[src/rtl/ram_arbiter.sv]
// Arbitrates fetch and LSU access to the data RAM and turns sub-word stores into a read-modify-write.
// Define RAM_ARB_RR_EN for round-robin arbitration; otherwise the LSU has fixed priority.
module ram_arbiter #(
  parameter int ADDR_W = 20
) (
  input  logic              clk_i,
  input  logic              rst_i,
  input  logic              if_req_i,
  input  logic [ADDR_W+1:0] if_addr_i,
  output logic              if_gnt_o,
  output logic              if_rvalid_o,
  output logic [31:0]       if_rdata_o,
  input  logic              ls_req_i,
  input  logic              ls_we_i,
  input  logic [ADDR_W+1:0] ls_addr_i,
  input  logic [3:0]        ls_be_i,
  input  logic [31:0]       ls_wdata_i,
  output logic              ls_gnt_o,
  output logic              ls_rvalid_o,
  output logic [31:0]       ls_rdata_o,
  output logic              ram_rd_en_o,
  output logic [ADDR_W-1:0] ram_rd_addr_o,
  input  logic [31:0]       ram_rd_data_i,
  output logic              ram_wr_en_o,
  output logic [ADDR_W-1:0] ram_wr_addr_o,
  output logic [31:0]       ram_wr_data_o
);

  typedef enum logic {IDLE, RMW} state_t;

  state_t            state_q, state_d;
  logic [ADDR_W-1:0] if_word, ls_word;
  logic [ADDR_W-1:0] rd_addr_q, wr_addr_q;
  logic [31:0]       wr_data_q, merged, lane_mask;
  logic              if_gnt, ls_gnt;
  logic              ls_full, ls_partial, ls_rd_gnt, ls_full_gnt, ls_part_gnt;
  logic              if_rvalid_q, ls_rvalid_q;
  logic [31:0]       if_rdata_q, ls_rdata_q;
  logic              unused_addr_lsb;

  assign if_word         = if_addr_i[ADDR_W+1:2];
  assign ls_word         = ls_addr_i[ADDR_W+1:2];
  assign unused_addr_lsb = ^{if_addr_i[1:0], ls_addr_i[1:0]};

`ifdef RAM_ARB_RR_EN
  logic last_ls_q;
`endif

  // Grants are purely combinational so the requester sees acceptance in the same cycle.
  always_comb begin
    // NOTE: every output of a combinational block gets a default first, so no path can infer a latch.
    if_gnt = 1'b0;
    ls_gnt = 1'b0;
    if (!rst_i && state_q == IDLE) begin
`ifdef RAM_ARB_RR_EN
      if (if_req_i && ls_req_i) begin
        if_gnt = last_ls_q;
        ls_gnt = !last_ls_q;
      end else begin
        if_gnt = if_req_i;
        ls_gnt = ls_req_i;
      end
`else
      ls_gnt = ls_req_i;
      if_gnt = if_req_i && !ls_req_i;
`endif
    end
  end

  assign ls_full     = ls_we_i && (ls_be_i == 4'hF);
  assign ls_partial  = ls_we_i && (ls_be_i != 4'h0) && (ls_be_i != 4'hF);
  assign ls_rd_gnt   = ls_gnt && (!ls_we_i || ls_partial);
  assign ls_full_gnt = ls_gnt && ls_full;
  assign ls_part_gnt = ls_gnt && ls_partial;

  assign lane_mask = {{8{ls_be_i[3]}}, {8{ls_be_i[2]}}, {8{ls_be_i[1]}}, {8{ls_be_i[0]}}};
  assign merged    = (ls_wdata_i & lane_mask) | (ram_rd_data_i & ~lane_mask);

  // Address/data outputs fall back to the last driven value when the port is idle.
  assign ram_rd_en_o   = if_gnt || ls_rd_gnt;
  assign ram_rd_addr_o = if_gnt ? if_word : (ls_rd_gnt ? ls_word : rd_addr_q);
  assign ram_wr_en_o   = ls_full_gnt || (state_q == RMW && !rst_i);
  assign ram_wr_addr_o = ls_full_gnt ? ls_word : wr_addr_q;
  assign ram_wr_data_o = ls_full_gnt ? ls_wdata_i : wr_data_q;

  always_comb begin
    state_d = state_q;
    case (state_q)
      IDLE:    if (ls_part_gnt) state_d = RMW;
      RMW:     state_d = IDLE;
      default: state_d = IDLE;
    endcase
  end

  always_ff @(posedge clk_i) begin
    if (rst_i) begin
      state_q     <= IDLE;
      if_rvalid_q <= 1'b0;
      ls_rvalid_q <= 1'b0;
      if_rdata_q  <= '0;
      ls_rdata_q  <= '0;
      rd_addr_q   <= '0;
      wr_addr_q   <= '0;
      wr_data_q   <= '0;
    end else begin
      // NOTE: sequential state uses non-blocking assignments so every register samples pre-edge values.
      state_q     <= state_d;
      if_rvalid_q <= if_gnt;
      ls_rvalid_q <= ls_gnt && !ls_we_i;
      rd_addr_q   <= ram_rd_addr_o;
      if (if_gnt) if_rdata_q <= ram_rd_data_i;
      if (ls_gnt && !ls_we_i) ls_rdata_q <= ram_rd_data_i;
      if (ls_part_gnt) begin
        wr_addr_q <= ls_word;
        wr_data_q <= merged;
      end else if (ls_full_gnt) begin
        wr_addr_q <= ls_word;
        wr_data_q <= ls_wdata_i;
      end
    end
  end

`ifdef RAM_ARB_RR_EN
  // last_ls_q starts at 1 so fetch wins the first contention after reset.
  always_ff @(posedge clk_i) begin
    if (rst_i) last_ls_q <= 1'b1;
    else if (if_gnt || ls_gnt) last_ls_q <= ls_gnt;
  end
`endif

  assign if_gnt_o    = if_gnt;
  assign ls_gnt_o    = ls_gnt;
  assign if_rvalid_o = if_rvalid_q;
  assign ls_rvalid_o = ls_rvalid_q;
  assign if_rdata_o  = if_rdata_q;
  assign ls_rdata_o  = ls_rdata_q;

endmodule

[config.mk]
export PLATFORM = sky130hd
export DESIGN_NAME = ram_arbiter
export DESIGN_NICKNAME = d
export VERILOG_FILES = /design/src/rtl/ram_arbiter.sv
export SDC_FILE = /design/constraint.sdc
export NUM_CORES = 1
export LEC_CHECK = 0
export BUFFER_PORTS_ARGS = -buffer_cell sky130_fd_sc_hd__buf_4
export CAP_MARGIN = 15
export CORE_MARGIN = 1.5
export CORE_UTILIZATION = 52
export CTS_CLUSTER_DIAMETER = 150
export DETAILED_ROUTE_END_ITERATION = 10
export PLACE_DENSITY = 0.86
export SKIP_LAST_GASP = 1
export SLEW_MARGIN = 20
export SYNTH_ARGS = -nofsm -noshare
export SYNTH_HDL_FRONTEND = slang
export SYNTH_SLANG_ARGS = --single-unit
[constraint.sdc]
create_clock -name clk_i -period 3.5 [get_ports clk_i]
set_clock_uncertainty 0.1 [all_clocks]
set_input_delay 0 -clock clk_i [delete_from_list [all_inputs] [get_ports clk_i]]
set_output_delay 0 -clock clk_i [all_outputs]
set_load 0.02 [all_outputs]
==> results of run 1 <==
logic make-up after synthesis:
logic type | after synthesis | synth area share
compound gates | 180 | 0.1862
buf+inv | 74 | 0.05454
flops | 139 | 0.4444
mux | 84 | 0.1489
simple gates | 249 | 0.1660
sequential cells by signal, indices dropped and copies added (netlist names):
signal,count
wr_addr_q,20
ls_rvalid_o,1
rd_addr_q,20
if_rdata_o,32
ls_rdata_o,32
wr_data_q,32
if_rvalid_o,1
state_q,1
critical path, stage by stage:
cell and delay (ns):
dlygate4sd3_1 0.54, buf_4 0.24, or4b_4 0.83, inv_1 0.47, buf_4 0.40, nand2_1 0.12
a21oi_1 0.14, dlygate4sd3_1 0.55
layout by cell type, fill, tap and decap left out, types with 2 or more instances in the layout:
| cell | instances |
|---|---|
| buf_4 | 267 |
| nand2_1 | 169 |
| dfxtp_1 | 139 |
| dlygate4sd3_1 | 116 |
| a21oi_1 | 85 |
| nand3_1 | 53 |
| mux2_2 | 42 |
| mux2i_1 | 32 |
| o211a_1 | 32 |
| o21ai_0 | 21 |
| nor2_1 | 20 |
| a31oi_1 | 20 |
| a311oi_1 | 20 |
| clkbuf_16 | 17 |
| mux2_4 | 7 |
| inv_1 | 6 |
| mux2_1 | 3 |
| clkbuf_8 | 3 |
| clkinvlp_4 | 3 |
| bufinv_16 | 3 |
| nand4_1 | 2 |
| a21o_1 | 2 |
| clkinv_2 | 2 |
| clkinv_4 | 2 |
| clkbuf_1 | 2 |
stage by stage:
step	hold WS, ns	instances
2_1_floorplan	0.03596	726
3_3_place_gp	0.1666	1069
3_5_place_dp	0.1728	1069
4_1_cts	0.002863	1217
5_1_grt	0.03639	1217
6_report	0.03382	1217
layer usage:
metal / vias to the layer above / wire length [µm] / GRT usage
met5: - / 0 / 0
met4: 0 / 1713 / 0.2464
met3: 170 / 2930 / 0.1173
met2: 594 / 12790 / 0.7118
met1: 3533 / 9599 / 0.4680
li1: 3223 / - / -
area by class of cell:
type / instances / area [µm²] / share of cell area
clock inverter: 10 / 140.1 / 0.01414
sequential: 139 / 2783 / 0.2808
inverter: 7 / 26.28 / 0.002651
clock buffer: 22 / 474.2 / 0.04785
multi-input combinational: 513 / 3143 / 0.3171
tap: 143 / 178.9 / 0.01805
timing repair buffer: 383 / 3166 / 0.3194
worst max path at each step:
stage	start	endpoint	slack (ns)	cells after the start
final	rst_i	if_rdata_o[9]	0.46	8
after global routing	rst_i	if_rdata_o[9]	0.37	8
after CTS	rst_i	if_rdata_o[9]	0.59	8
after detailed placement	state_q	wr_addr_q[2]	1.09	6
after global placement	state_q	wr_addr_q[5]	1.13	6
after floorplan	state_q	wr_data_q[10]	1.34	6
power groups by stage:
stage,logic (mW),registers (mW),clock network (mW)
floorplan,0.322,1.74,0
global placement,0.647,1.71,0
detailed placement,0.655,1.71,0
CTS,0.768,1.68,1.87
global route,0.851,1.69,1.96
finish,0.819,1.68,1.90
==> results.md, run 1 <==
- Status: finished clean
- Post-CTS Setup Bufs: 0
- Vias in the first global route: 7615
- Syn_nets: roughly 840
- Top FF cell, synth: dfxtp_1
- Count of final setup violators: 0
- Tmin final: 3.035 ns
- Die ar.: between 0.01 and 0.015 mm²
- Via density: 6.179
- Comb pwr share: 0.186
- Worst R2R Setup Slack: approximately 0.52 ns
- Maxcap violations: 0
- Worst-path maximum fanout: 44
- Post-CTS Hold Fix Bufs: around 120
- Worst slew pin tran: roughly 1.1 ns
- Reg2reg start: state_q
- Layout cells sized above 1: 0.3259
- First-pass GRT wire length: between 40 and 50 mm
- CP endpoint kind: flip-flop
- Area share of the largest cell type after synthesis: 0.4444
- Top post-synthesis cells by count: nand2_1, dfxtp_1, a21oi_1, nand3_1, mux2_2
- Post-Route WL: ~27 mm
- Die X: ~110 µm
- DPL Wire Length: 13.42 mm
- N_diodes: 0
- Detailed-router iteration count before antenna repair: 6
- Biggest area consumer among synthesized cells: dfxtp_1
- Reg2reg path depth: 6
- Top cells by area, synth: dfxtp_1, nand2_1, mux2_2, a21oi_1, mux2i_1
- P_int: ~3.2 mW
- Port buffer count: 254
- Clk root buf: clkbuf_16
- Core area: 0.01156 mm²
- RSZ-0062 raised after global routing: no
- Die extent in y: roughly 110 µm
- Post-place setup slack: 1.093 ns
- FMAX: 0.3295 GHz
- Synth warnings: 0
- Unique masters post-synth: 25
- DR DRC count: 0
- Setup CP Type: primary input to flip-flop
- H-tree depth: 4
- Tcrit/Tclk final: 0.8672
- Area after DPL: 0.008135 mm²
- Mean Syn Cell Area: 8.626 µm²
- Max-slew headroom: 0.2460
- Worst-skew pair later-pin latency: about 0.42 ns
- Pwr/cell area: ~440 mW/mm²
- CP startpoint kind: primary input
- Final Cell Area: around 0.0099 mm²
- Post-route setup slack: around 0.46 ns
- Initial antenna violation count: 0
- Crit path DAT: around 3.3 ns
- Hold Crit Start: ls_be_i[2]
- Hold Path Depth: 4
- Clock power share: 0.432
- Critical path required time: between 3 and 4 ns
- Pin count of the biggest net entering global routing: 84
- Post-cts sizing count: 0
- CTS Sinks: between 100 and 150
- Critical R2R Capture: if_rdata_o[9]
- Leak: about 4.7 nW
- Number of flops mapped to enable cells by yosys: 0
- Site Rows: 39
- Post-synthesis sequential area ratio: 0.4444
- Worst hold path endpoint: wr_data_q[16]
- Initial DRC count: roughly 950
- Final Util: 0.8570
- Initial Util: 0.5415
- Switching power: between 1 and 1.5 mW
- Setup TNS: 0 ns
- FF+latch count, synth: between 100 and 150
- Sw frac: 0.2709
- Asr flop ratio synth: 0
- Synthesized instance count: 726
- CTS max path bufs: 2
- DR vias: 7520
- Congestion Overflow GR: 0
- VDD IR-drop max: a little under 500 µV
- Routed Antenna Nets: 0
- Sequential power share: 0.382
- Layout net count: 1178
- Hold Path Class: primary input to flip-flop
- P&R area growth vs syn: 58.26%
- CTS buffer count: 17
- Gp weighted congestion: 0.8121
- Final Power: about 4.4 mW
- Count leader, synth: nand2_1
- Fin. Hold Viols: 0
- Post-Synthesis Cell Area: about 0.0063 mm²
- Fin. max-slew vios: 0
- Fillers: ~560
- TritonCTS clock tree: built
- I/O Pins: approximately 260
- GRT Total Usage: 0.4178
- WL/cell: between 20 and 25 µm
- Clock Pin Slew Worst Setup and Hold Paths: ~0.060 ns
No activity file was read; power rests on OpenSTA's default activity.
==> run 2: changes to the inputs <==
--- a/config.mk
+++ b/config.mk
@@ -8,10 +8,10 @@
 export BUFFER_PORTS_ARGS = -buffer_cell sky130_fd_sc_hd__buf_4
 export CAP_MARGIN = 15
 export CORE_MARGIN = 1.5
-export CORE_UTILIZATION = 52
+export CORE_UTILIZATION = 48
 export CTS_CLUSTER_DIAMETER = 150
 export DETAILED_ROUTE_END_ITERATION = 10
-export PLACE_DENSITY = 0.86
+export PLACE_DENSITY = 0.8
 export SKIP_LAST_GASP = 1
 export SLEW_MARGIN = 20
 export SYNTH_ARGS = -nofsm -noshare
==> constraint.sdc (replaced) <==
create_clock -name clk_i -period 2.8 [get_ports clk_i]
set_clock_uncertainty 0.1 [all_clocks]
set_input_delay 0 -clock clk_i [delete_from_list [all_inputs] [get_ports clk_i]]
set_output_delay 0 -clock clk_i [all_outputs]
set_load 0.02 [all_outputs]
==> results.md, run 2 (synthesis results as in run 1) <==
- Status: finished clean
- Area after DPL: 0.008214 mm² (+0.97%)
- Commonest non-fill, non-tap cells in the layout: buf_4, nand2_1, dfxtp_1, dlygate4sd3_1, a21oi_1
- CTS buffer count: 17 (unchanged)
- Setup CP Type: flip-flop to output port
- Switching power: 1.396 mW (+17%)
- DR DRC count: 0 (unchanged)
- Setup TNS: 0 ns (unchanged)
- FMAX: around 0.38 GHz
- Worst-skew pair later-pin latency: 0.42 ns (about the same)
- Cell repeated most along the worst path: buf_4
- Worst hold slack: 0.01198 ns (-0.02184 ns)
- GRT Total Usage: 0.3552 (-0.06261)
- Fillers: 772 (+39%)
- Post-place setup slack: 0.3400 ns (-0.7528 ns)
- P_int: 4.057 mW (+26%)
- Pin count of the biggest net entering global routing: 95 (+13%)
- RSZ-0062 raised after global routing: no
- I/O Pins: 259 (unchanged)
- Worst path slowest cell: or3b_4
- CP endpoint kind: output port
- Initial Util: 0.4942 (-0.04727)
- VDD IR-drop max: 433.2 µV (-10%)
- Die ar.: 0.01374 mm² (+8.1%)
- Tcrit/Tclk final: 0.9290
- Detailed-router iteration count before antenna repair: 5 (-1)
- H-tree depth: 4 (unchanged)
- Worst-path maximum fanout: 24 (-45%)
- Via density: 5.705 (-7.7%)
- Worst slew pin tran: 0.9583 ns (-0.1658 ns)
- Gp weighted congestion: 0.8144 (+0.28%)
- Layout cells sized above 1: 0.3302 (+0.004339)
- Vias in the first global route: 7159 (-6.0%)
- Post-route setup slack: 0.1989 ns (-0.2658 ns)
- Final Power: 5.452 mW (+24%)
- CP startpoint kind: flip-flop
- Critical path required time: 2.70 ns (-1.08 ns)
- Sequential power share: 0.385 (+0.003)
- Clock power share: 0.433 (about the same)
- Final Cell Area: 0.009945 mm² (+0.34%)
- Initial antenna violation count: 1 (+1)
- CTS Sinks: 139 (unchanged)
- Clock Pin Slew Worst Setup and Hold Paths: 0.05 ns (about the same)
- Post-Route WL: 24.17 mm (-11%)
- CP delay by family, top: simple AND/OR/NAND/NOR gates
- Comb pwr share: 0.182 (-0.004)
- First-pass GRT wire length: 36.96 mm (-10%)
- Max-slew headroom: 0.3611 (+0.1152)
- Routed Antenna Nets: 0 (unchanged)
- Tmin final: roughly 2.6 ns
- Port buffer count: 254 (unchanged)
- WL/cell: 19.42 µm (-13%)
- Clk root buf: clkbuf_16
- Core area: 0.01267 mm² (+9.6%)
- Count of final setup violators: 0 (unchanged)
- Worst-path cell chain: or3b_4 > nor3_4 > buf_6 > buf_4 > mux2_1 > buf_4
- Congestion Overflow GR: 0 (unchanged)
- Crit path DAT: 2.50 ns (-0.81 ns)
- Initial DRC count: 691 (-27%)
- Die extent in y: 117.2 µm (+4.0%)
- Die X: 117.2 µm (+4.0%)
- TritonCTS clock tree: built
- Commonest non-fill, non-tap cell in the layout: buf_4
- DPL Wire Length: 13.35 mm (-0.51%)
- DR vias: 7103 (-5.5%)
- Maxcap violations: 0 (unchanged)
- CTS max path bufs: 2 (unchanged)
- Hold Path Class: primary input to flip-flop
- Max stage delay on crit path: 0.49 ns (-0.34 ns)
- Fin. max-slew vios: 0 (unchanged)
- Pwr/cell area: 548.3 mW/mm² (+23%)
- Fin. Hold Viols: 0 (unchanged)
- Sw frac: 0.2560 (-0.01488)
- Worst Path Buf+Inv: 3 (-2)
- Layout net count: 1176 (-0.17%)
- Leak: 4.677 nW (about the same)
- Site Rows: 41 (+5.1%)
- P&R area growth vs syn: 58.80%
run 2: changes by cell type in the layout (fill, tap and decap cells not counted), sizes merged:
cell,before,now
dlygate4sd3,116,110
buf,267,271
clkbuf,22,26
clkinv,5,2
clkinvlp,3,2
diode,0,1
run 2: power by group through the flow:
stage,clock (mW),sequential [mW],combinational (mW)
2_1_floorplan,0,2.17,0.402
3_3_place_gp,0,2.13,0.821
3_5_place_dp,0,2.14,0.827
4_1_cts,2.37,2.10,0.959
5_1_grt,2.46,2.11,1.05
6_report,2.36,2.10,0.991
run 2: routing by layer:
layer / wire (µm) / GRT usage / vias to the layer above / part of all wire
met2: 12070 / 0.6109 / 423 / 0.50
met1: 8932 / 0.3922 / 3358 / 0.37
met5: 0 / 0 / - / 0
li1: - / - / 3227 / -
met4: 995 / 0.1912 / 0 / 0.041
met3: 2172 / 0.1107 / 95 / 0.090
run 2: worst paths after layout:
| path | startpoint | to | slack, ns | depth (start not counted) |
|---|---|---|---|---|
| max | state_q | ram_wr_addr_o[4] | 0.20 | 6 |
| min | ls_be_i[3] | wr_data_q[27] | 0.01 | 4 |
| max reg2reg | state_q | wr_data_q[19] | 0.50 | 6 |
| min reg2reg | wr_addr_q[19] | wr_addr_q[19] | 0.35 | 2 |
run 2: cell type report:
class,count,area (µm²),area share
Antenna cell,1,2.502,0.0002516
Clock inverter,6,107.6,0.01082
Multi-Input combinational cell,513,3146,0.3163
Tap cell,172,215.2,0.02164
Timing Repair Buffer,381,3152,0.3169
Inverter,7,30.03,0.003020
Clock buffer,26,509.2,0.05121
Sequential cell,139,2783,0.2798
run 2: per-stage QoR:
step | std cells | util
floorplan | 726 | -
global placement | 1102 | 0.6483
detailed placement | 1102 | 0.6483
CTS | 1244 | 0.7841
global route | 1245 | 0.7848
finish | 1245 | 0.7848
run 2: worst min-delay path, cell delays in order:
cell     delay, ns
buf_4         0.19
mux2i_1       0.10
nand3_1       0.08
o211a_1       0.14
run 2: repair_timing:
action                                 CTS  global route
setup endpoints to repair                1             2
hold buffers                           110             0
gates resized for setup                  1             2
setup buffers                            0             0
endpoints found under the hold margin  137             0
==> run 3: changes to the inputs <==
--- a/config.mk
+++ b/config.mk
@@ -9,9 +9,9 @@
 export CAP_MARGIN = 15
 export CORE_MARGIN = 1.5
 export CORE_UTILIZATION = 48
-export CTS_CLUSTER_DIAMETER = 150
 export DETAILED_ROUTE_END_ITERATION = 10
 export PLACE_DENSITY = 0.8
+export REMOVE_ABC_BUFFERS = 1
 export SKIP_LAST_GASP = 1
 export SLEW_MARGIN = 20
 export SYNTH_ARGS = -nofsm -noshare
==> results.md, run 3 (synthesis results as in run 1) <==
- Cell repeated most along the worst path: buf_4
- Hold Crit Start: ls_be_i[1]
- I/O Pins: 259 (unchanged)
- Layout net count: 1179 (+0.26%)
- Fin. Hold Viols: 0 (unchanged)
- Site Rows: 41 (unchanged)
- Clk root buf: clkbuf_16
- Pin count of the biggest net entering global routing: 79 (-17%)
- WL/cell: 18.77 µm (-3.3%)
- Fillers: 790 (+2.3%)
- Vias in the first global route: 7142 (-0.24%)
- Crit path from: rst_i
- Core area: 0.01267 mm² (unchanged)
- Worst Path Buf+Inv: 5 (+2)
- Tcrit/Tclk final: 0.9499 (+0.02092)
- Port buffer count: 254 (unchanged)
- N_diodes: 0 (-1)
- H-tree depth: 4 (unchanged)
- Initial DRC count: 536 (-22%)
- Pwr/cell area: 548.1 mW/mm² (about the same)
- Worst-path maximum fanout: 48 (+100%)
- Initial antenna violation count: 0 (-1)
- CTS max path bufs: 2 (unchanged)
- Leak: 4.693 nW (+0.36%)
- Worst-skew pair later-pin latency: 0.42 ns (about the same)
- Fin. max-slew vios: 0 (unchanged)
- Tmin final: 2.660 ns (+0.05857 ns)
- FMAX: 0.3760 GHz (-2.2%)
- Worst-path cell chain: dlygate4sd3_1 > buf_4 > buf_4 > or4b_4 > buf_4 > nor2_1 > a31oi_1 > buf_4
- P&R area growth vs syn: 59.24%
- Reg2reg start: state_q
- First-pass GRT wire length: 35.60 mm (-3.7%)
- RSZ-0062 raised after global routing: no
- DR vias: 6990 (-1.6%)
- Commonest non-fill, non-tap cells in the layout: buf_4, nand2_1, dfxtp_1, dlygate4sd3_1, a21oi_1
- Max stage delay on crit path: 0.83 ns (+0.34 ns)
- CTS Sinks: 139 (unchanged)
- Detailed-router iteration count before antenna repair: 7 (+2)
- Crit path DAT: 2.56 ns (+0.06 ns)
- Commonest non-fill, non-tap cell in the layout: buf_4
- CP endpoint kind: output port
- Die X: 117.2 µm (unchanged)
- Clock Pin Slew Worst Setup and Hold Paths: 0.06 ns (about the same)
- Setup CP Type: primary input to output port
- Critical path required time: 2.70 ns (about the same)
- Post-cts sizing count: 0 (-1)
- Maxcap violations: 0 (unchanged)
- GRT Total Usage: 0.3379 (-0.01730)
- Congestion Overflow GR: 0 (unchanged)
- CP delay by family, top: buffers and inverters
- Worst path slowest cell: or4b_4
- Gp weighted congestion: 0.7984 (-2.0%)
- Worst hold slack: 0.008471 ns (-0.003507 ns)
- DPL Wire Length: 13.41 mm (+0.48%)
- Die ar.: 0.01374 mm² (unchanged)
- Worst slew pin tran: 0.8905 ns (-0.06774 ns)
- Max-slew headroom: 0.4063 (+0.04516)
- TritonCTS clock tree: built
- Non-filler cells, final: 1247 (+0.16%)
- Post-route setup slack: 0.1403 ns (-0.05857 ns)
- Post-Route WL: 23.41 mm (-3.2%)
- VDD IR-drop max: 419.7 µV (-3.1%)
- Placed insts: 1106 (+0.36%)
- Routed Antenna Nets: 0 (unchanged)
- Die extent in y: 117.2 µm (unchanged)
- Final Util: 0.7870 (+0.002172)
- Count of final setup violators: 0 (unchanged)
- DR DRC count: 0 (unchanged)
- Layout cells sized above 1: 0.3340 (+0.003730)
- CP startpoint kind: primary input
- Via density: 5.605 (-1.7%)
- Hold Path Class: primary input to flip-flop
- Initial Util: 0.4942 (unchanged)
- Status: finished clean
- CTS buffer count: 17 (unchanged)
- Post-place setup slack: 0.4543 ns (+0.1144 ns)
run 3: worst min-delay path, cell delays in order:
cell     delay (ns)
buf_4          0.19
mux2i_1        0.10
nand3_1        0.08
o211a_1        0.13
run 3: final cells by class:
| type | count | area (µm²) | share of cell area |
|---|---|---|---|
| clock buffers | 18 | 429.2 | 0.04304 |
| clock inverters | 14 | 195.2 | 0.01957 |
| inverters | 7 | 26.28 | 0.002635 |
| multi-input cells | 513 | 3143 | 0.3152 |
| flip-flops and latches | 139 | 2783 | 0.2790 |
| well taps | 172 | 215.2 | 0.02158 |
| repair buffers | 384 | 3181 | 0.3189 |
run 3: where the power goes:
| group | leakage (nW) | switching, mW | internal [mW] |
|---|---|---|---|
| logic | 3.27 | 0.514 | 0.474 |
| registers | 1.13 | 0.0327 | 2.07 |
| clock network | 0.293 | 0.885 | 1.49 |
run 3: timing repair:
action                                 4_1_cts  5_1_grt
setup buffers                                0        0
endpoints found under the hold margin      137        0
hold buffers                               109        0
run 3: layer usage:
layer | global-route usage | vias to the layer above | wire [µm]
met4 | 0.1502 | 0 | 662
met2 | 0.5942 | 374 | 11470
met5 | 0 | - | 0
met1 | 0.3713 | 3332 | 9009
met3 | 0.1112 | 54 | 2271
li1 | - | 3230 | -
run 3: path summary, 6_finish.rpt:
| kind | to | slack, ns | cells after the start |
|---|---|---|---|
| worst max-delay path | ram_rd_addr_o[10] | 0.14 | 8 |
| worst min-delay path | wr_data_q[13] | 0.008 | 4 |
| worst max register to register | wr_data_q[20] | 0.41 | 5 |
| worst min register to register | wr_addr_q[0] | 0.35 | 2 |
run 3: stage by stage:
stage / setup TNS, ns / area, µm² / power, mW
2_1_floorplan: -50.76 / 5947 / 2.524
3_3_place_gp: 0 / 8257 / 2.954
3_5_place_dp: 0 / 8257 / 2.967
4_1_cts: 0 / 9972 / 5.448
5_1_grt: 0 / 9972 / 5.642
6_report: 0 / 9972 / 5.466
